$ cat config.mk
export PLATFORM = sky130hd
export DESIGN_NAME = commit_arbiter_flat
export DESIGN_NICKNAME = d
export VERILOG_FILES = /design/src/rtl/commit_arbiter_pkg.sv /design/src/rtl/commit_arbiter_if.sv /design/src/rtl/commit_watchdog.sv /design/src/rtl/commit_arbiter.sv /design/src/flat_wrapper.sv
export SDC_FILE = /design/constraint.sdc
export NUM_CORES = 1
export LEC_CHECK = 0
export BUFFER_PORTS_ARGS = -buffer_cell sky130_fd_sc_hd__buf_2
export CORE_MARGIN = 1
export CORE_UTILIZATION = 52
export DETAILED_ROUTE_END_ITERATION = 7
export GPL_TIMING_DRIVEN = 0
export PLACE_DENSITY_LB_ADDON = 0.3
export SKIP_CTS_REPAIR_TIMING = 1
export SLEW_MARGIN = 20
export SYNTH_ARGS = -nofsm -noshare
export SYNTH_HDL_FRONTEND = slang
export SYNTH_HIERARCHICAL = 1
export SYNTH_SLANG_ARGS = --single-unit
export TNS_END_PERCENT = 20
$ cat constraint.sdc
create_clock -name clock -period 3.3 [get_ports clock]
set_input_delay 0 -clock clock [delete_from_list [all_inputs] [get_ports clock]]
set_output_delay 0 -clock clock [all_outputs]
set_load 0.01 [all_outputs]
$ cat src/rtl/commit_arbiter_pkg.sv
// Shared backend types: issue numbers, commit table entries and commit arbiter enums.
package commit_arbiter_pkg;

    localparam int unsigned WIDTH_ISSUE_NO = 8;

    typedef logic [WIDTH_ISSUE_NO-1:0] issue_no_t;

    typedef enum logic {
        COMMIT_SCALAR = 1'b0,
        COMMIT_VECTOR = 1'b1
    } commit_src_t;

    typedef enum logic [1:0] {
        RUN  = 2'd0,
        HOLD = 2'd1,
        ERR  = 2'd2
    } commit_arb_st_t;

    typedef struct packed {
        issue_no_t   no;
        commit_src_t src;
    } commit_entry_t;

endpackage

$ cat src/rtl/commit_arbiter_if.sv
// Commit arbiter bus: two reorder-buffer request streams, the tracker output and status flags.
interface commit_arbiter_if;
    import commit_arbiter_pkg::*;

    logic        req_s;
    issue_no_t   no_s;
    logic        grant_s;
    logic        req_v;
    issue_no_t   no_v;
    logic        grant_v;
    logic        commit_valid;
    issue_no_t   commit_no;
    commit_src_t commit_src;
    logic        commit_ack;
    issue_no_t   next_no;
    logic        order_err;
    logic        timeout;

    modport master (
        input  req_s, no_s, req_v, no_v, commit_ack,
        output grant_s, grant_v, commit_valid, commit_no, commit_src, next_no, order_err, timeout
    );

    modport slave (
        output req_s, no_s, req_v, no_v, commit_ack,
        input  grant_s, grant_v, commit_valid, commit_no, commit_src, next_no, order_err, timeout
    );

endinterface

$ cat src/rtl/commit_watchdog.sv
// Retirement watchdog: counts cycles with a pending but non-matching request; sticky flag.
module commit_watchdog #(
    parameter int unsigned TIMEOUT_CYCLES = 1024
) (
    input  logic clock,
    input  logic reset,
    input  logic pending_i,
    input  logic match_i,
    input  logic grant_i,
    output logic timeout_o
);
    localparam int unsigned CntW = (TIMEOUT_CYCLES > 2) ? $clog2(TIMEOUT_CYCLES) : 1;
    localparam logic [CntW-1:0] CntMax = CntW'(TIMEOUT_CYCLES - 1);

    logic [CntW-1:0] cnt_q, cnt_d;
    logic            flag_q, flag_d;

    always_comb begin
        cnt_d  = cnt_q;
        flag_d = flag_q | (cnt_q == CntMax);
        if (grant_i || !pending_i) begin
            cnt_d = '0;
        end else if (!match_i && cnt_q != CntMax) begin
            cnt_d = cnt_q + CntW'(1);
        end
    end

    always_ff @(posedge clock) begin
        if (reset) begin
            cnt_q  <= '0;
            flag_q <= 1'b0;
        end else begin
            cnt_q  <= cnt_d;
            flag_q <= flag_d;
        end
    end

    assign timeout_o = flag_q;

endmodule

$ cat src/rtl/commit_arbiter.sv
// Grants one commit per cycle from the scalar/vector reorder buffers in strict issue order.
module commit_arbiter
    import commit_arbiter_pkg::*;
#(
    parameter int unsigned TIMEOUT_CYCLES = 1024
) (
    input logic              clock,
    input logic              reset,
    commit_arbiter_if.master arb_io
);
    issue_no_t      next_no_q, next_no_d;
    logic           valid_q, valid_d;
    commit_entry_t  out_q, out_d;
    commit_arb_st_t state_q, state_d;
    logic           order_err_q, order_err_d;

    logic match_s, match_v, slot_free, grant_en, grant_s, grant_v, granted, pending;
    logic timeout;

    always_comb begin
        match_s   = arb_io.req_s & (arb_io.no_s == next_no_q);
        match_v   = arb_io.req_v & (arb_io.no_v == next_no_q);
        slot_free = ~valid_q | arb_io.commit_ack;
        // Grants drop combinationally while reset is high.
        grant_en  = slot_free & (state_q != ERR) & ~reset;
        grant_s   = grant_en & match_s & ~match_v;
        grant_v   = grant_en & match_v & ~match_s;
        granted   = grant_s | grant_v;
        pending   = arb_io.req_s | arb_io.req_v;
    end

    always_comb begin
        next_no_d   = next_no_q;
        valid_d     = valid_q;
        out_d       = out_q;
        state_d     = state_q;
        order_err_d = order_err_q | (match_s & match_v);

        if (granted) begin
            valid_d   = 1'b1;
            out_d.no  = next_no_q;
            out_d.src = grant_v ? COMMIT_VECTOR : COMMIT_SCALAR;
            next_no_d = next_no_q + issue_no_t'(1);
        end else if (arb_io.commit_ack) begin
            valid_d = 1'b0;
        end

        case (state_q)
            RUN: begin
                if (match_s && match_v) begin
                    state_d = ERR;
                end else if (valid_q && !arb_io.commit_ack) begin
                    state_d = HOLD;
                end
            end
            HOLD: begin
                if (match_s && match_v) begin
                    state_d = ERR;
                end else if (arb_io.commit_ack) begin
                    state_d = RUN;
                end
            end
            ERR:     state_d = ERR;
            default: state_d = RUN;
        endcase
    end

    always_ff @(posedge clock) begin
        if (reset) begin
            next_no_q   <= '0;
            valid_q     <= 1'b0;
            out_q       <= '0;
            state_q     <= RUN;
            order_err_q <= 1'b0;
        end else begin
            next_no_q   <= next_no_d;
            valid_q     <= valid_d;
            out_q       <= out_d;
            state_q     <= state_d;
            order_err_q <= order_err_d;
        end
    end

    commit_watchdog #(
        .TIMEOUT_CYCLES(TIMEOUT_CYCLES)
    ) u_watchdog (
        .clock    (clock),
        .reset    (reset),
        .pending_i(pending),
        .match_i  (match_s | match_v),
        .grant_i  (granted),
        .timeout_o(timeout)
    );

    assign arb_io.grant_s      = grant_s;
    assign arb_io.grant_v      = grant_v;
    assign arb_io.commit_valid = valid_q;
    assign arb_io.commit_no    = out_q.no;
    assign arb_io.commit_src   = out_q.src;
    assign arb_io.next_no      = next_no_q;
    assign arb_io.order_err    = order_err_q;
    assign arb_io.timeout      = timeout;

endmodule

$ cat src/flat_wrapper.sv
// flat-port wrapper written by rule: the top's interface ports become plain ports
module commit_arbiter_flat import commit_arbiter_pkg::*;
#(
    parameter int unsigned TIMEOUT_CYCLES = 1024
)
  (clock, reset, arb_io_req_s, arb_io_no_s, arb_io_req_v, arb_io_no_v, arb_io_commit_ack, arb_io_grant_s, arb_io_grant_v, arb_io_commit_valid, arb_io_commit_no, arb_io_commit_src, arb_io_next_no, arb_io_order_err, arb_io_timeout);
  commit_arbiter_if arb_io_i ();
  input logic clock;
  input logic reset;
  input wire logic [$bits(arb_io_i.req_s)-1:0] arb_io_req_s;
  input wire logic [$bits(arb_io_i.no_s)-1:0] arb_io_no_s;
  input wire logic [$bits(arb_io_i.req_v)-1:0] arb_io_req_v;
  input wire logic [$bits(arb_io_i.no_v)-1:0] arb_io_no_v;
  input wire logic [$bits(arb_io_i.commit_ack)-1:0] arb_io_commit_ack;
  output wire logic [$bits(arb_io_i.grant_s)-1:0] arb_io_grant_s;
  output wire logic [$bits(arb_io_i.grant_v)-1:0] arb_io_grant_v;
  output wire logic [$bits(arb_io_i.commit_valid)-1:0] arb_io_commit_valid;
  output wire logic [$bits(arb_io_i.commit_no)-1:0] arb_io_commit_no;
  output wire logic [$bits(arb_io_i.commit_src)-1:0] arb_io_commit_src;
  output wire logic [$bits(arb_io_i.next_no)-1:0] arb_io_next_no;
  output wire logic [$bits(arb_io_i.order_err)-1:0] arb_io_order_err;
  output wire logic [$bits(arb_io_i.timeout)-1:0] arb_io_timeout;
  assign arb_io_i.req_s = arb_io_req_s;
  assign arb_io_i.no_s = arb_io_no_s;
  assign arb_io_i.req_v = arb_io_req_v;
  assign arb_io_i.no_v = arb_io_no_v;
  assign arb_io_i.commit_ack = arb_io_commit_ack;
  assign arb_io_grant_s = arb_io_i.grant_s;
  assign arb_io_grant_v = arb_io_i.grant_v;
  assign arb_io_commit_valid = arb_io_i.commit_valid;
  assign arb_io_commit_no = arb_io_i.commit_no;
  assign arb_io_commit_src = arb_io_i.commit_src;
  assign arb_io_next_no = arb_io_i.next_no;
  assign arb_io_order_err = arb_io_i.order_err;
  assign arb_io_timeout = arb_io_i.timeout;
  commit_arbiter #(.TIMEOUT_CYCLES(TIMEOUT_CYCLES)) u_core (.clock(clock), .reset(reset), .arb_io(arb_io_i));
endmodule
==> metrics.cfg <==
[sta]
tns_ns = 0
maxSlewViolCount = 0
grt_setup_unrepaired = no
fmax_ghz = 0.339
setup_viol = 0
hold_violations = 0
skew_ns = 0.00749
worst_slew_pin_slew_ns = 0.621
slew_headroom_pct = 58.3
fin_crit_ns = 2.95
period_share_pct = 89.5

[logic_synthesis]
synth_nets = 223
synth_area_leader_cell = dfxtp_1
async_reset_ff_share_pct = 0
avgSynthCellArea_um2 = 8.68
ys_seq_elements = 32
synth_flop_cell = dfxtp_1
synth_top_area_share_pct = 36.9
seq_area_frac_synth_pct = 36.9
synth_edf_count = 0
syn-instance-count = 200
yosysWarnings = 6
synth_area_mm2 = 0.00174
netlist_top_cells_area = dfxtp_1 (37%), xnor2_1 (11%), a21oi_1 (5.2%)
netlist-cell-type-count = 42

[worst_hold_path]
holdCritPathClass = in2reg

[critical_path]
required_ns = 3.56
critical_path_class = reg2reg
path_max_fanout = 10
crit_path_start_kind = register
arrival_ns = 3.22
end_kind = register

[power]
ir_worst_vdd_uv = 337
p_leak_uw = 0.000860
p_sw_uw = 165
seq_power_share_pct = 57.2
power_density_mw_per_mm2 = 329
combPwrFrac_pct = 8.3
p_int_uw = 519
power.share.switching_pct = 24.1
power_frac_clock_pct = 34.5

[final_layout]
syn_to_final_growth_pct = 19.8
final_cell_mix = buf_2 (46), dfxtp_1 (32), xnor2_1 (21)
finalCoreUtilization_pct = 67.1
nNetsFinal = 274
regArea_um2 = 641
drive_gt1_share_pct = 26.6
fill_cells = 286
multi_input_area_mm2 = 0.00100
layout_commonest_cell = buf_2
n_antenna_cell = 0
design_area_mm2 = 0.00208

[floorplanning]
dieArea_mm2 = 0.00357
die_h_um = 59.8
io-pin-count = 43
chipWidth_um = 59.8
core-area_mm2 = 0.00310
rows = 20
start_util_pct = 56.0

[global_routing]
grt_pass1_vias = 1328
overflow = 0
grt_start_max_net_pins = 11
grt_antenna_before_repair = 0
grt_pass1_wl_um = 6080
grt_usage_pct = 23.0

[flow_run]
maxCapViolations = 0

[clock_network]
cts_buffer_depth = 2
cts_tree = done
cts_buffers = 5
insertion_delay_ns = 0.33
path_clk_slew_ns = 0.10
clock-sinks = 32
ctsHtreeMaxLevel = 2
cts-root-buf = clkbuf_4

[detailed_routing]
antenna_left = 0
drc = 0
via_per_inst = 5.53
routedWlPerCell_um = 13.2
postRouteWirelength_um = 3910
num_vias = 1638
firstDrtPassIters = 4
drt-initial-drc-count = 103

[placed_design]
portBuffers = 42
place_area_mm2 = 0.00200
gp_congestion = 0.840
dpl.hpwl_um = 2880

[outcome]
outcome = complete, no violations

==> final cells by class <==
| cell class | instances | area share, % |
|---|---|---|
| sequential | 32 | 30.8 |
| tap | 44 | 2.65 |
| clock buffer | 8 | 2.83 |
| buffer | 14 | 3.31 |
| timing repair buffer | 44 | 11.1 |
| inverter | 7 | 1.26 |
| multi-input combinational | 147 | 48.1 |
==> metrics by stage <==
| step | setup WS [ns] | instances | hold slack [ns] | total power [µW] |
|---|---|---|---|---|
| after floorplan | 0.805 | 200 | 0.0724 | 433 |
| after CTS | 0.337 | 294 | -0.0722 | 688 |
| after detailed placement | 0.384 | 286 | 0.283 | 455 |
| after global placement | 0.433 | 286 | 0.284 | 453 |
| after global routing | 0.0714 | 296 | 0.103 | 712 |
| final | 0.347 | 296 | 0.108 | 684 |
==> cells by family (layout without fill, tap and decap cells) <==
family | Yosys count | after routing | synth area share [%]
AO/OA/AOI/OAI | 48 | 48 | 18.7
XOR/XNOR | 22 | 22 | 11.1
adder cells (fa/ha/maj) | 2 | 2 | 1.44
buffers and inverters | 21 | 73 | 5.48
flip-flops | 32 | 32 | 36.9
multiplexers | 4 | 4 | 2.45
AND/OR/NAND/NOR | 71 | 71 | 23.9
==> final timing paths <==
| kind | from | to | cells past startpoint | slack (ns) |
|---|---|---|---|---|
| setup / recovery | u_core/arb_io.next_no[1] | u_core/u_watchdog/cnt_q[6] | 11 | 0.35 |
| hold reg to reg | u_core/arb_io.commit_no[0] | u_core/arb_io.commit_no[0] | 2 | 0.48 |
| hold / removal | arb_io_req_v | u_core/state_q[0] | 4 | 0.11 |
| setup reg to reg | u_core/arb_io.next_no[1] | u_core/u_watchdog/cnt_q[6] | 11 | 0.35 |
==> flip-flops by register name, indices dropped and copies added (netlist names) <==
name                         count
u_core/arb_io.commit_valid       1
u_core/u_watchdog/cnt_q         10
u_core/arb_io.commit_src         1
u_core/arb_io.commit_no          8
u_core/arb_io.order_err          1
u_core/state_q                   2
u_core/u_watchdog/timeout_o      1
u_core/arb_io.next_no            8
==> synth_stat cells, types with 3 or more instances <==
| library cell | count |
|---|---|
| nand2_1 | 7 |
| nand4_1 | 3 |
| nor3_1 | 5 |
| inv_1 | 6 |
| dfxtp_1 | 32 |
| o21ai_0 | 13 |
| buf_2 | 4 |
| or3_1 | 3 |
| a31oi_1 | 6 |
| xnor2_1 | 21 |
| nand3_1 | 16 |
| clkbuf_1 | 8 |
| nor2b_1 | 4 |
| nor2_1 | 15 |
| a21oi_1 | 18 |
==> routing by layer <==
| metal | up-vias | track usage [%] | share of wire [%] |
|---|---|---|---|
| li1 | 821 | - | - |
| met1 | 738 | 31.8 | 49 |
| met2 | 71 | 34.3 | 43 |
| met3 | 8 | 6.28 | 7.2 |
| met4 | 0 | 7.97 | 1.5 |
| met5 | - | 0 | 0 |
==> power by group through the flow <==
stage               Clock [µW]  Sequential, µW  Combinational [µW]
floorplan                    0             400                32.6
global route               258             392                62.4
detailed placement           0             401                54.6
finish                     236             391                56.6
CTS                        241             391                54.9
global placement             0             400                53.1
==> critical path, cell delays in order (launching register included) <==
cell and delay (ns):
dfxtp_1 0.35, buf_2 0.21, xnor2_1 0.13, nand4_1 0.20, nor3_4 0.38, xnor2_1 0.21
clkbuf_1 0.35, nor2_1 0.07, or3b_1 0.37, clkbuf_1 0.25, o21bai_1 0.23, a31oi_1 0.13
Power figures use the tool's default switching activity.
